--- config.mk ---
export PLATFORM = sky130hd
export DESIGN_NAME = bitstream_packer_flat
export DESIGN_NICKNAME = d
export VERILOG_FILES = /design/src/rtl/bitstream_packer_if.sv /design/src/rtl/bitstream_packer.sv /design/src/flat_wrapper.sv
export SDC_FILE = /design/constraint.sdc
export NUM_CORES = 1
export LEC_CHECK = 0
export ABC_AREA = 1
export CORE_MARGIN = 4
export CORE_UTILIZATION = 58
export CTS_BUF_LIST = sky130_fd_sc_hd__clkbuf_4
export DETAILED_ROUTE_END_ITERATION = 10
export PLACE_DENSITY_LB_ADDON = 0.25
export SKIP_LAST_GASP = 1
export SLEW_MARGIN = 40
export SYNTH_ARGS = -nofsm -noshare
export SYNTH_HDL_FRONTEND = slang
export SYNTH_SLANG_ARGS = --single-unit
export TNS_END_PERCENT = 5
--- constraint.sdc ---
create_clock -name clk -period 3 [get_ports clk]
set_input_delay 0.6 -clock clk [delete_from_list [all_inputs] [get_ports clk]]
set_output_delay 0.6 -clock clk [all_outputs]
set_load 0.02 [all_outputs]
--- src/rtl/bitstream_packer_if.sv ---
// Handshake and RAM-write bundle for bitstream_packer: code input side,
// flush control and the word-write port towards bitstream RAM.
interface bitstream_packer_if #(
    parameter int ADDR_W = 17
);
    logic              start;
    logic              code_valid;
    logic [15:0]       code_value;
    logic [4:0]        code_len;
    logic              code_ready;
    logic              flush;
    logic              flush_done;
    logic              ram_wen;
    logic [ADDR_W-1:0] ram_waddr;
    logic [15:0]       ram_wdata;
    logic [ADDR_W:0]   words_written;
    logic              full;

    modport master (
        output start, code_valid, code_value, code_len, flush,
        input  code_ready, flush_done, ram_wen, ram_waddr, ram_wdata,
               words_written, full
    );

    modport slave (
        input  start, code_valid, code_value, code_len, flush,
        output code_ready, flush_done, ram_wen, ram_waddr, ram_wdata,
               words_written, full
    );
endinterface

--- src/rtl/bitstream_packer.sv ---
// Packs MSB-first variable-length codes into 16-bit RAM words, with flush.
// Optional macro BITSTREAM_PACKER_RBSP_TRAILING_EN appends a '1' stop bit on flush.
module bitstream_packer #(
    parameter int ADDR_W = 17
) (
    input  logic              clk,
    input  logic              reset_n,
    bitstream_packer_if.slave bus
);
    typedef enum logic [1:0] {RUN, FLUSH, DONE} state_t;

    localparam logic [ADDR_W-1:0] LAST_ADDR = {ADDR_W{1'b1}};

    state_t            state_q, state_d;
    logic [31:0]       acc_q, acc_d;
    logic [5:0]        cnt_q, cnt_d;
    logic              wen_q, wen_d;
    logic [ADDR_W-1:0] waddr_q, waddr_d;
    logic [15:0]       wdata_q, wdata_d;
    logic [ADDR_W:0]   words_q, words_d;
    logic              full_q, full_d;

    logic              ready;
    logic [4:0]        len_eff;
    logic [15:0]       masked;
    logic [5:0]        shamt;
    logic [31:0]       sum_acc;
    logic [5:0]        sum_cnt;
    logic [15:0]       flush_hi;
    logic              flush_nonempty;
    logic              emit;
    logic [15:0]       emit_word;

    function automatic logic [4:0] clamp_len(input logic [4:0] len);
        return (len > 5'd16) ? 5'd16 : len;
    endfunction

    function automatic logic [15:0] mask_code(input logic [15:0] val, input logic [4:0] len);
        return val & (16'hFFFF >> (5'd16 - len));
    endfunction

    assign ready   = (state_q == RUN) && !full_q && !bus.start;
    assign len_eff = clamp_len(bus.code_len);
    assign masked  = mask_code(bus.code_value, len_eff);
    // Left-aligned placement: code MSB lands just below the bits already held.
    assign shamt   = 6'd32 - cnt_q - {1'b0, len_eff};
    assign sum_acc = acc_q | ({16'h0000, masked} << shamt);
    assign sum_cnt = cnt_q + {1'b0, len_eff};

`ifdef BITSTREAM_PACKER_RBSP_TRAILING_EN
    assign flush_hi       = acc_q[31:16] | (16'h8000 >> cnt_q[3:0]);
    assign flush_nonempty = 1'b1;
`else
    assign flush_hi       = acc_q[31:16];
    assign flush_nonempty = (cnt_q != 6'd0);
`endif

    always_comb begin
        state_d   = state_q;
        acc_d     = acc_q;
        cnt_d     = cnt_q;
        wen_d     = 1'b0;
        wdata_d   = wdata_q;
        words_d   = words_q;
        full_d    = full_q;
        emit      = 1'b0;
        emit_word = 16'h0000;
        // The address advances once the previous write has been presented.
        waddr_d   = (wen_q && (waddr_q != LAST_ADDR)) ? waddr_q + ADDR_W'(1) : waddr_q;

        case (state_q)
            RUN: begin
                if (bus.code_valid && ready) begin
                    if (sum_cnt >= 6'd16) begin
                        emit      = 1'b1;
                        emit_word = sum_acc[31:16];
                        acc_d     = sum_acc << 16;
                        cnt_d     = sum_cnt - 6'd16;
                    end else begin
                        acc_d = sum_acc;
                        cnt_d = sum_cnt;
                    end
                end
                if (bus.flush) state_d = FLUSH;
            end
            FLUSH: begin
                if (flush_nonempty && !full_q) begin
                    emit      = 1'b1;
                    emit_word = flush_hi;
                end
                acc_d   = 32'h0;
                cnt_d   = 6'd0;
                state_d = DONE;
            end
            DONE:    state_d = RUN;
            default: state_d = RUN;
        endcase

        if (emit) begin
            wen_d   = 1'b1;
            wdata_d = emit_word;
            words_d = words_q + (ADDR_W+1)'(1);
            full_d  = full_q | (waddr_d == LAST_ADDR);
        end

        if (bus.start) begin
            state_d = RUN;
            acc_d   = 32'h0;
            cnt_d   = 6'd0;
            wen_d   = 1'b0;
            waddr_d = '0;
            wdata_d = 16'h0000;
            words_d = '0;
            full_d  = 1'b0;
        end
    end

    always_ff @(posedge clk or negedge reset_n) begin
        if (!reset_n) begin
            state_q <= RUN;
            acc_q   <= 32'h0;
            cnt_q   <= 6'd0;
            wen_q   <= 1'b0;
            waddr_q <= '0;
            wdata_q <= 16'h0000;
            words_q <= '0;
            full_q  <= 1'b0;
        end else begin
            state_q <= state_d;
            acc_q   <= acc_d;
            cnt_q   <= cnt_d;
            wen_q   <= wen_d;
            waddr_q <= waddr_d;
            wdata_q <= wdata_d;
            words_q <= words_d;
            full_q  <= full_d;
        end
    end

    assign bus.code_ready    = ready;
    assign bus.flush_done    = (state_q == DONE);
    assign bus.ram_wen       = wen_q;
    assign bus.ram_waddr     = waddr_q;
    assign bus.ram_wdata     = wdata_q;
    assign bus.words_written = words_q;
    assign bus.full          = full_q;
endmodule
--- src/flat_wrapper.sv ---
// flat-port wrapper written by rule: the top's interface ports become plain ports
module bitstream_packer_flat 
#(
    parameter int ADDR_W = 17
)
  (clk, reset_n, bus_start, bus_code_valid, bus_code_value, bus_code_len, bus_flush, bus_code_ready, bus_flush_done, bus_ram_wen, bus_ram_waddr, bus_ram_wdata, bus_words_written, bus_full);
  bitstream_packer_if #(.ADDR_W(ADDR_W)) bus_i ();
  input  logic clk;
  input  logic reset_n;
  input wire logic [$bits(bus_i.start)-1:0] bus_start;
  input wire logic [$bits(bus_i.code_valid)-1:0] bus_code_valid;
  input wire logic [$bits(bus_i.code_value)-1:0] bus_code_value;
  input wire logic [$bits(bus_i.code_len)-1:0] bus_code_len;
  input wire logic [$bits(bus_i.flush)-1:0] bus_flush;
  output wire logic [$bits(bus_i.code_ready)-1:0] bus_code_ready;
  output wire logic [$bits(bus_i.flush_done)-1:0] bus_flush_done;
  output wire logic [$bits(bus_i.ram_wen)-1:0] bus_ram_wen;
  output wire logic [$bits(bus_i.ram_waddr)-1:0] bus_ram_waddr;
  output wire logic [$bits(bus_i.ram_wdata)-1:0] bus_ram_wdata;
  output wire logic [$bits(bus_i.words_written)-1:0] bus_words_written;
  output wire logic [$bits(bus_i.full)-1:0] bus_full;
  assign bus_i.start = bus_start;
  assign bus_i.code_valid = bus_code_valid;
  assign bus_i.code_value = bus_code_value;
  assign bus_i.code_len = bus_code_len;
  assign bus_i.flush = bus_flush;
  assign bus_code_ready = bus_i.code_ready;
  assign bus_flush_done = bus_i.flush_done;
  assign bus_ram_wen = bus_i.ram_wen;
  assign bus_ram_waddr = bus_i.ram_waddr;
  assign bus_ram_wdata = bus_i.ram_wdata;
  assign bus_words_written = bus_i.words_written;
  assign bus_full = bus_i.full;
  bitstream_packer #(.ADDR_W(ADDR_W)) u_core (.clk(clk), .reset_n(reset_n), .bus(bus_i));
endmodule
After elaboration in Yosys (flattened, before gate mapping):

Index checks and enable logic that the tools add are counted.

* reductions and logical operators: 12
* mux-type cells: 30
* shift-type cells: 2
* equal/unequal tests: 6
* add/sub/neg operators: 7
* bitwise gates (word level): 3
* $lt $le $gt $ge: 2

Operator list (number)
* 32-bit 2-to-1 mux: 3
* 16-bit 2-to-1 mux: 5
* 32-bit case mux with 2 select lines: 1
* 18-bit 2-to-1 mux: 2
* 17-bit 2-to-1 mux: 2
* 32-bit OR: 1
* 16-bit case mux with 2 select lines: 1
* 16-bit by 6-bit left shift with 32-bit output: 1
* 18-bit by 1-bit adder with 18-bit output (second input constant): 1
* 6-bit 2-to-1 mux: 3
* 17-bit by 1-bit adder with 17-bit output (second input constant): 1
* 17-bit equality test (second input constant): 1
* 17-bit inequality test (second input constant): 1
* 16-bit bitwise AND: 1
* 16-bit by 5-bit right shift with 16-bit output (first input constant): 1
* 6-bit case mux with 2 select lines: 1
* 1-bit 2-to-1 mux: 7
* 6-bit by 5-bit adder with 6-bit output: 1
* 6-bit by 5-bit >= comparator with 1-bit output (second input constant): 1
* 3-bit inequality test (second input constant): 2
* 6-bit nonzero test: 1
* 6-bit by 5-bit subtractor with 6-bit output: 1
* 6-bit by 5-bit subtractor with 6-bit output (second input constant): 1
* 6-bit subtractor (first input constant): 1
* other kinds (15): 21

* bits of input ports: 26
* logic and storage cells: 70
* bits in registers: 93

Depth between registers and ports, before layout:

* depth after elaboration: 12
* mapped depth: 25

Worst setup path after synthesis:

OpenSTA, ideal clock, no wires.

* path kind: input-to-reg
* start: input bus_code_len[2]
* end: register u_core.wdata_q[10] (netlist: u_core.bus.ram_wdata[10])
* setup slack: -0.206 ns
* data arrival time: 3.142 ns
* cell stages on the path: 21
* data required time: 2.935 ns
* cells stage by stage: nor2_1 > nand2_1 > nand2_2 > nand2_2 > ha_1 > fa_1 > a21oi_1 > o21bai_1 > xnor2_1 > inv_1 > nor2_2 > inv_1 > nor2_1 > nand3_1 > nand2_1 > inv_1 > nand2_1 > nand2_1 > nand2_1 > nand2_1 > nand2_1

* longest elaborated chain between the ends: 12

Ends and longest elaborated chain
* from (decl): line flat_wrapper.sv:13 `input wire logic [$bits(bus_i.code_len)-1:0] bus_code_len;`
* 5-bit greater-than comparator: line bitstream_packer.sv:35 `return (len > 5'd16) ? 5'd16 : len;`
* 5-bit 2-to-1 mux *: line bitstream_packer.sv:35
* 5-bit subtractor: line bitstream_packer.sv:39 `return val & (16'hFFFF >> (5'd16 - len));`
* 16-bit by 5-bit right shift with 16-bit output: line bitstream_packer.sv:39
* 16-bit bitwise AND: line bitstream_packer.sv:39
* 16-bit by 6-bit left shift with 32-bit output: line bitstream_packer.sv:47 `assign sum_acc = acc_q | ({16'h0000, masked} << shamt);`
* 32-bit OR: line bitstream_packer.sv:47
* 16-bit 2-to-1 mux: line bitstream_packer.sv:74 `if (sum_cnt >= 6'd16) begin`
* 16-bit 2-to-1 mux: line bitstream_packer.sv:73 `if (bus.code_valid && ready) begin`
* 16-bit case mux with 2 select lines: line bitstream_packer.sv:71 `case (state_q)`
* 16-bit 2-to-1 mux: line bitstream_packer.sv:99 `if (emit) begin`
* 16-bit 2-to-1 mux: line bitstream_packer.sv:106 `if (bus.start) begin`
* to (signal assigned): line bitstream_packer.sv:134 `wdata_q <= wdata_d;`
* to (decl): line bitstream_packer.sv:19 `logic [15:0] wdata_q, wdata_d;`

Every way passes the cells marked *; elsewhere a longest branch is shown, timed or not. The select of a mux whose other input is x is not followed.
A chain may end at the register's enable or synchronous reset.

Worst setup path after layout:

* start: register u_core.waddr_q[0] (netlist: u_core.bus.ram_waddr[0])
* end: register u_core.full_q (netlist: u_core.bus.full)

* longest elaborated chain between the ends: 7

Ends and longest elaborated chain
* from (decl): line bitstream_packer.sv:18 `logic [ADDR_W-1:0] waddr_q, waddr_d;`
* from (signal assigned): line bitstream_packer.sv:133 `waddr_q <= waddr_d;`
* parallel branches: the longest is 2 deep, another holds 17-bit by 1-bit adder with 17-bit output
* 17-bit 2-to-1 mux *: line bitstream_packer.sv:69 `waddr_d = (wen_q && (waddr_q != LAST_ADDR)) ? waddr_q + ADDR_W'(1) : waddr_q;`
* 17-bit equality test *: line bitstream_packer.sv:103 `full_d = full_q | (waddr_d == LAST_ADDR);`
* 1-bit OR *: line bitstream_packer.sv:103
* 1-bit 2-to-1 mux *: line bitstream_packer.sv:99
* 1-bit 2-to-1 mux *: line bitstream_packer.sv:106
* to (signal assigned): line bitstream_packer.sv:136 `full_q <= full_d;`
* to (decl): line bitstream_packer.sv:21 `logic full_q, full_d;`

Every way passes the cells marked *. The select of a mux whose other input is x is not followed.

==> implementation parameters <==
Parameter                              Value

Outcome
  Status ... completed

Synth
  Syn. warnings ... 0
  Number of synthesized flops with an enable pin ... 0
  Total standard cell area after synthesis ... around 0.0066 mm^2
  Share of synthesized area occupied by flip-flops and latches ... between 30% and 40%
  Post-Synthesis Net Count ... 1008
  Asr flop ratio synth ... 100%
  Yosys cell types ... 45
  Flip-flop cell with the highest count after synthesis ... sky130_fd_sc_hd__dfrtp_1
  Synthesized flop and latch total ... 93
  Synthesized area per cell ... roughly 7 um^2
  Post-synthesis cell count ... between 900 and 1k

Clock network
  CTS sink count ... 93
  TritonCTS clock tree ... built
  Number of buffers on the longest clock path ... 2
  Number of buffers inserted during clock tree synthesis ... 9
  CTS Root Buffer Type ... sky130_fd_sc_hd__clkbuf_4
  Number of H-tree levels ... 3
  Clock-pin slew on the worst setup and hold paths ... ~0.15 ns
  Later-pin clock latency in the skew report ... ~0.47 ns

Detailed routing
  Avg Vias per Cell ... roughly 5.5
  First-pass detailed-route iteration total ... 5
  Routed length per placed instance ... 14.4 um
  Drt first-iter violations ... roughly 600
  Post-route antenna net violation count ... 0
  Detailed-route via count ... ~7k
  DRC ... 0
  Total routed wirelength ... between 15 and 20 mm

Timing
  RSZ-0062 raised after global routing ... true
  Worst-Margin Slew ... a little under 0.5 ns
  Final-layout worst hold slack ... between 0.07 and 0.08 ns
  Number of pins with negative max-slew slack in the final report ... 0
  Worst rel slew slack ... about two thirds
  Clock period minus final worst setup slack ... roughly 2.9 ns
  Largest clock skew in the final design ... 0.0165 ns
  Least setup slack across all paths after layout ... 0.113 ns
  Max Freq ... ~0.35 GHz
  Final Hold Viols ... 0
  Share of the clock period used by the worst path after layout ... a little over nine tenths
  Total setup violations reported at the end of the flow ... 0

Floorplan
  Number of placed I/O pins ... 81
  Die boundary width ... 115 um
  Site Rows ... 38
  Core box area ... between 0.01 and 0.015 mm^2
  Die Y ... around 110 um
  Full die area ... between 0.01 and 0.015 mm^2
  Starting utilization of the core area ... 60.1%

Setup path
  Worst setup path endpoint ... u_core.bus.full
  Critical setup path kind ... flip-flop to flip-flop
  Most used cell along the critical path ... sky130_fd_sc_hd__nand3_1
  Startpoint of the worst-slack reg-to-reg timing path ... u_core.bus.ram_waddr[0]
  Family of cells with the greatest summed delay on the critical path ... simple AND/OR/NAND/NOR gates
  Endpoint class of the critical path ... flip-flop
  Setup slack on the worst flop-to-flop path ... around 0.11 ns
  Count of cell instances traversed by the critical path ... 16
  Data arrival time at the worst-slack endpoint ... 3.29 ns
  Required @ worst endpoint ... 3.41 ns
  Worst R2R Path Depth ... 16
  Endpoint of the worst-slack reg-to-reg timing path ... u_core.bus.full
  Start point of the critical path ... u_core.bus.ram_waddr[0]
  CP Cell Sequence ... ha_1 -> nand3_1 -> nor2_1 -> inv_2 -> nor4b_4 -> ha_1 -> or2_4 -> nor2_4 -> nand3_2 -> nor2_4 -> nand3_1 -> nor2_1 -> xnor2_1 -> nor4_1 -> nand3_1 -> a21oi_1
  Peak per-stage delay on the critical path ... between 0.4 and 0.5 ns
  Critical Path Start Type ... flip-flop
  Number of buffers and inverters on the critical path ... 1
  Largest driver fanout on the critical path ... 7
  Cell with the largest stage delay on the worst path ... sky130_fd_sc_hd__dfrtp_1

GRT
  Via count of the first global-routing pass ... between 6k and 7k
  Global-route total usage across every layer ... between 20% and 30%
  Maximum number of pins on one net before global-route repair ... between 50 and 60
  Total congestion overflow after global routing ... 0
  Number of antenna violations at the first check in global routing ... 0
  Global-route wire length before repair ... between 30 and 40 mm

Pwr
  Clock share of power ... roughly 16%
  VDD IR-drop max ... 0.253 mV
  Switching power summed over all nets ... around 1.6 mW
  Net switching share of the total power ... roughly 43%
  Gate power share ... between 40% and 50%
  Cell-internal power ... 2.19 mW
  Power density cells ... 457 mW/mm^2
  Seq pwr share ... between 30% and 40%
  Static power due to leakage ... about 4 nW

Cells and area
  Leading cell types in the layout, fill and taps excluded ... 289 x sky130_fd_sc_hd__nand2_1, 125 x sky130_fd_sc_hd__nand3_1, 116 x sky130_fd_sc_hd__inv_1
  Count of inserted antenna diode cells ... 0
  Nets ... between 1k and 1.5k
  Most common cell after layout, fill and taps aside ... sky130_fd_sc_hd__nand2_1
  Area growth from synthesis to layout ... 26.9%
  Fraction of final layout cells sized beyond drive strength 1 ... 14.0%

Run
  Number of max-cap violations ... 0

Place
  Setup WS pre-CTS ... -0.636 ns
  Final estimated routing congestion in global placement ... between 1 and 1.5
  Number of I/O port buffers ... 80
  Post-detailed-placement half-perimeter wirelength ... around 14 mm

Hold path
  Type of the tightest min-delay check ... input pin to async pin
==> registers in the layout (all words and copies together) (netlist names) <==
name                      count
u_core.cnt_q                  6
u_core.bus.full               1
u_core.bus.ram_wdata         16
u_core.bus.ram_wen            1
u_core.acc_q                 32
u_core.bus.words_written     18
u_core.state_q                2
u_core.bus.ram_waddr         17
==> timing repair <==
item                       in CTS  in global routing
resized for setup              14                 23
pin swaps                       9                 11
setup buffers                   6                  3
hold buffers                    0                  0
cloned                          0                  0
setup endpoints to repair      50                 49
==> how the worst min path moves through the flow <==
stage | start | to | slack, ns
detailed placement | u_core.bus.ram_wdata[2] | u_core.bus.ram_wdata[2] | 0.47
global route | reset_n | u_core.bus.ram_waddr[2] | 0.08
finish | reset_n | u_core.bus.ram_waddr[9] | 0.07
global placement | u_core.bus.ram_wdata[13] | u_core.bus.ram_wdata[13] | 0.46
CTS | reset_n | u_core.bus.ram_waddr[2] | 0.08
floorplan | reset_n | u_core.acc_q[0] | 0.30
==> power groups by stage <==
stage               combinational [mW]  clock, mW  sequential, mW
finish                            1.88      0.616            1.33
CTS                               1.81      0.620            1.33
global route                      2.10      0.687            1.34
global placement                  1.75          0            1.35
floorplan                         1.14          0            1.36
detailed placement                1.77          0            1.35
==> area by class of cell <==
cell class | instances | area, um^2
Multi-Input combinational cell | 708 | 3720
Fill cell | 825 | 2610
Sequential cell | 93 | 2330
Timing Repair Buffer | 163 | 1550
Inverter | 130 | 488
Tap cell | 140 | 175
Clock buffer | 10 | 75.1
Clock inverter | 6 | 38.8
==> metal layers <==
| layer | track usage (%) | part of all wire, % |
|---|---|---|
| met1 | 37.2 | 43 |
| met2 | 47.9 | 48 |
| met3 | 3.91 | 5.7 |
| met4 | 10.8 | 2.5 |
| met5 | 0 | 0 |
==> cells in the mapped netlist (2+ instances only) <==
master                     number  area share, %
sky130_fd_sc_hd__fa_1           3           0.91
sky130_fd_sc_hd__o21ai_0       18            1.4
sky130_fd_sc_hd__nand3b_1       2           0.23
sky130_fd_sc_hd__buf_6          5           0.85
sky130_fd_sc_hd__nand4_1       14            1.3
sky130_fd_sc_hd__nand2_1      291             17
sky130_fd_sc_hd__buf_2         11           0.83
sky130_fd_sc_hd__o31ai_1        6           0.68
sky130_fd_sc_hd__o21a_1         4           0.45
sky130_fd_sc_hd__o32ai_1        2           0.27
sky130_fd_sc_hd__inv_2          6           0.34
sky130_fd_sc_hd__xor2_2         2           0.49
sky130_fd_sc_hd__nand2_4        2           0.34
sky130_fd_sc_hd__inv_1        119            6.8
sky130_fd_sc_hd__nor2_1        81            4.6
sky130_fd_sc_hd__clkbuf_1      10           0.57
sky130_fd_sc_hd__nand2_2        8           0.76
sky130_fd_sc_hd__a22oi_1       13            1.5
sky130_fd_sc_hd__xor2_1        17            2.3
sky130_fd_sc_hd__nor3_1        14            1.1
sky130_fd_sc_hd__dfrtp_1       93             35
sky130_fd_sc_hd__buf_4          5           0.57
sky130_fd_sc_hd__xnor2_1        8            1.1
sky130_fd_sc_hd__nor4_1         6           0.57
sky130_fd_sc_hd__nand3_2        6           0.91
sky130_fd_sc_hd__clkinv_1       5           0.28
sky130_fd_sc_hd__a21oi_1       39            3.0
sky130_fd_sc_hd__ha_1          17            3.2
sky130_fd_sc_hd__nand3_1      126            9.6
sky130_fd_sc_hd__nor2_2         4           0.38
sky130_fd_sc_hd__o21bai_1       3           0.34
sky130_fd_sc_hd__o211ai_1       5           0.57
sky130_fd_sc_hd__o21ai_1        5           0.38
==> stage by stage <==
step	cell area, um^2	utilization, %	std cells	setup TNS (ns)	total power [mW]
after detailed placement	8090	73.6	1225	-35.86	3.12
after floorplan	6620	-	962	-0.601	2.50
final	8380	76.3	1250	0	3.83
after CTS	8280	75.4	1247	-0.0222	3.76
after global placement	8090	73.6	1225	-30.62	3.10
after global routing	8380	76.3	1250	-0.814	4.12
==> logic make-up after synthesis <==
kind of cell | Yosys count | synth area share [%]
mux | 2 | 0.322
flops | 93 | 35.2
simple gates | 558 | 37.0
compound gates | 101 | 9.30
xor+xnor | 27 | 3.81
fa+ha+maj | 20 | 4.13
buf+inv | 161 | 10.2
==> worst reg2reg max path, stage by stage, from the launching register on <==
cell                      delay [ns]
sky130_fd_sc_hd__dfrtp_1        0.42
sky130_fd_sc_hd__ha_1           0.21
sky130_fd_sc_hd__nand3_1        0.11
sky130_fd_sc_hd__nor2_1         0.06
sky130_fd_sc_hd__inv_2          0.09
sky130_fd_sc_hd__nor4b_4        0.06
sky130_fd_sc_hd__ha_1           0.18
sky130_fd_sc_hd__or2_4          0.29
sky130_fd_sc_hd__nor2_4         0.11
sky130_fd_sc_hd__nand3_2        0.11
sky130_fd_sc_hd__nor2_4         0.17
sky130_fd_sc_hd__nand3_1        0.14
sky130_fd_sc_hd__nor2_1         0.21
sky130_fd_sc_hd__xnor2_1        0.13
sky130_fd_sc_hd__nor4_1         0.25
sky130_fd_sc_hd__nand3_1        0.13
sky130_fd_sc_hd__a21oi_1        0.16
Note: power is estimated with default switching activity, not from simulation.
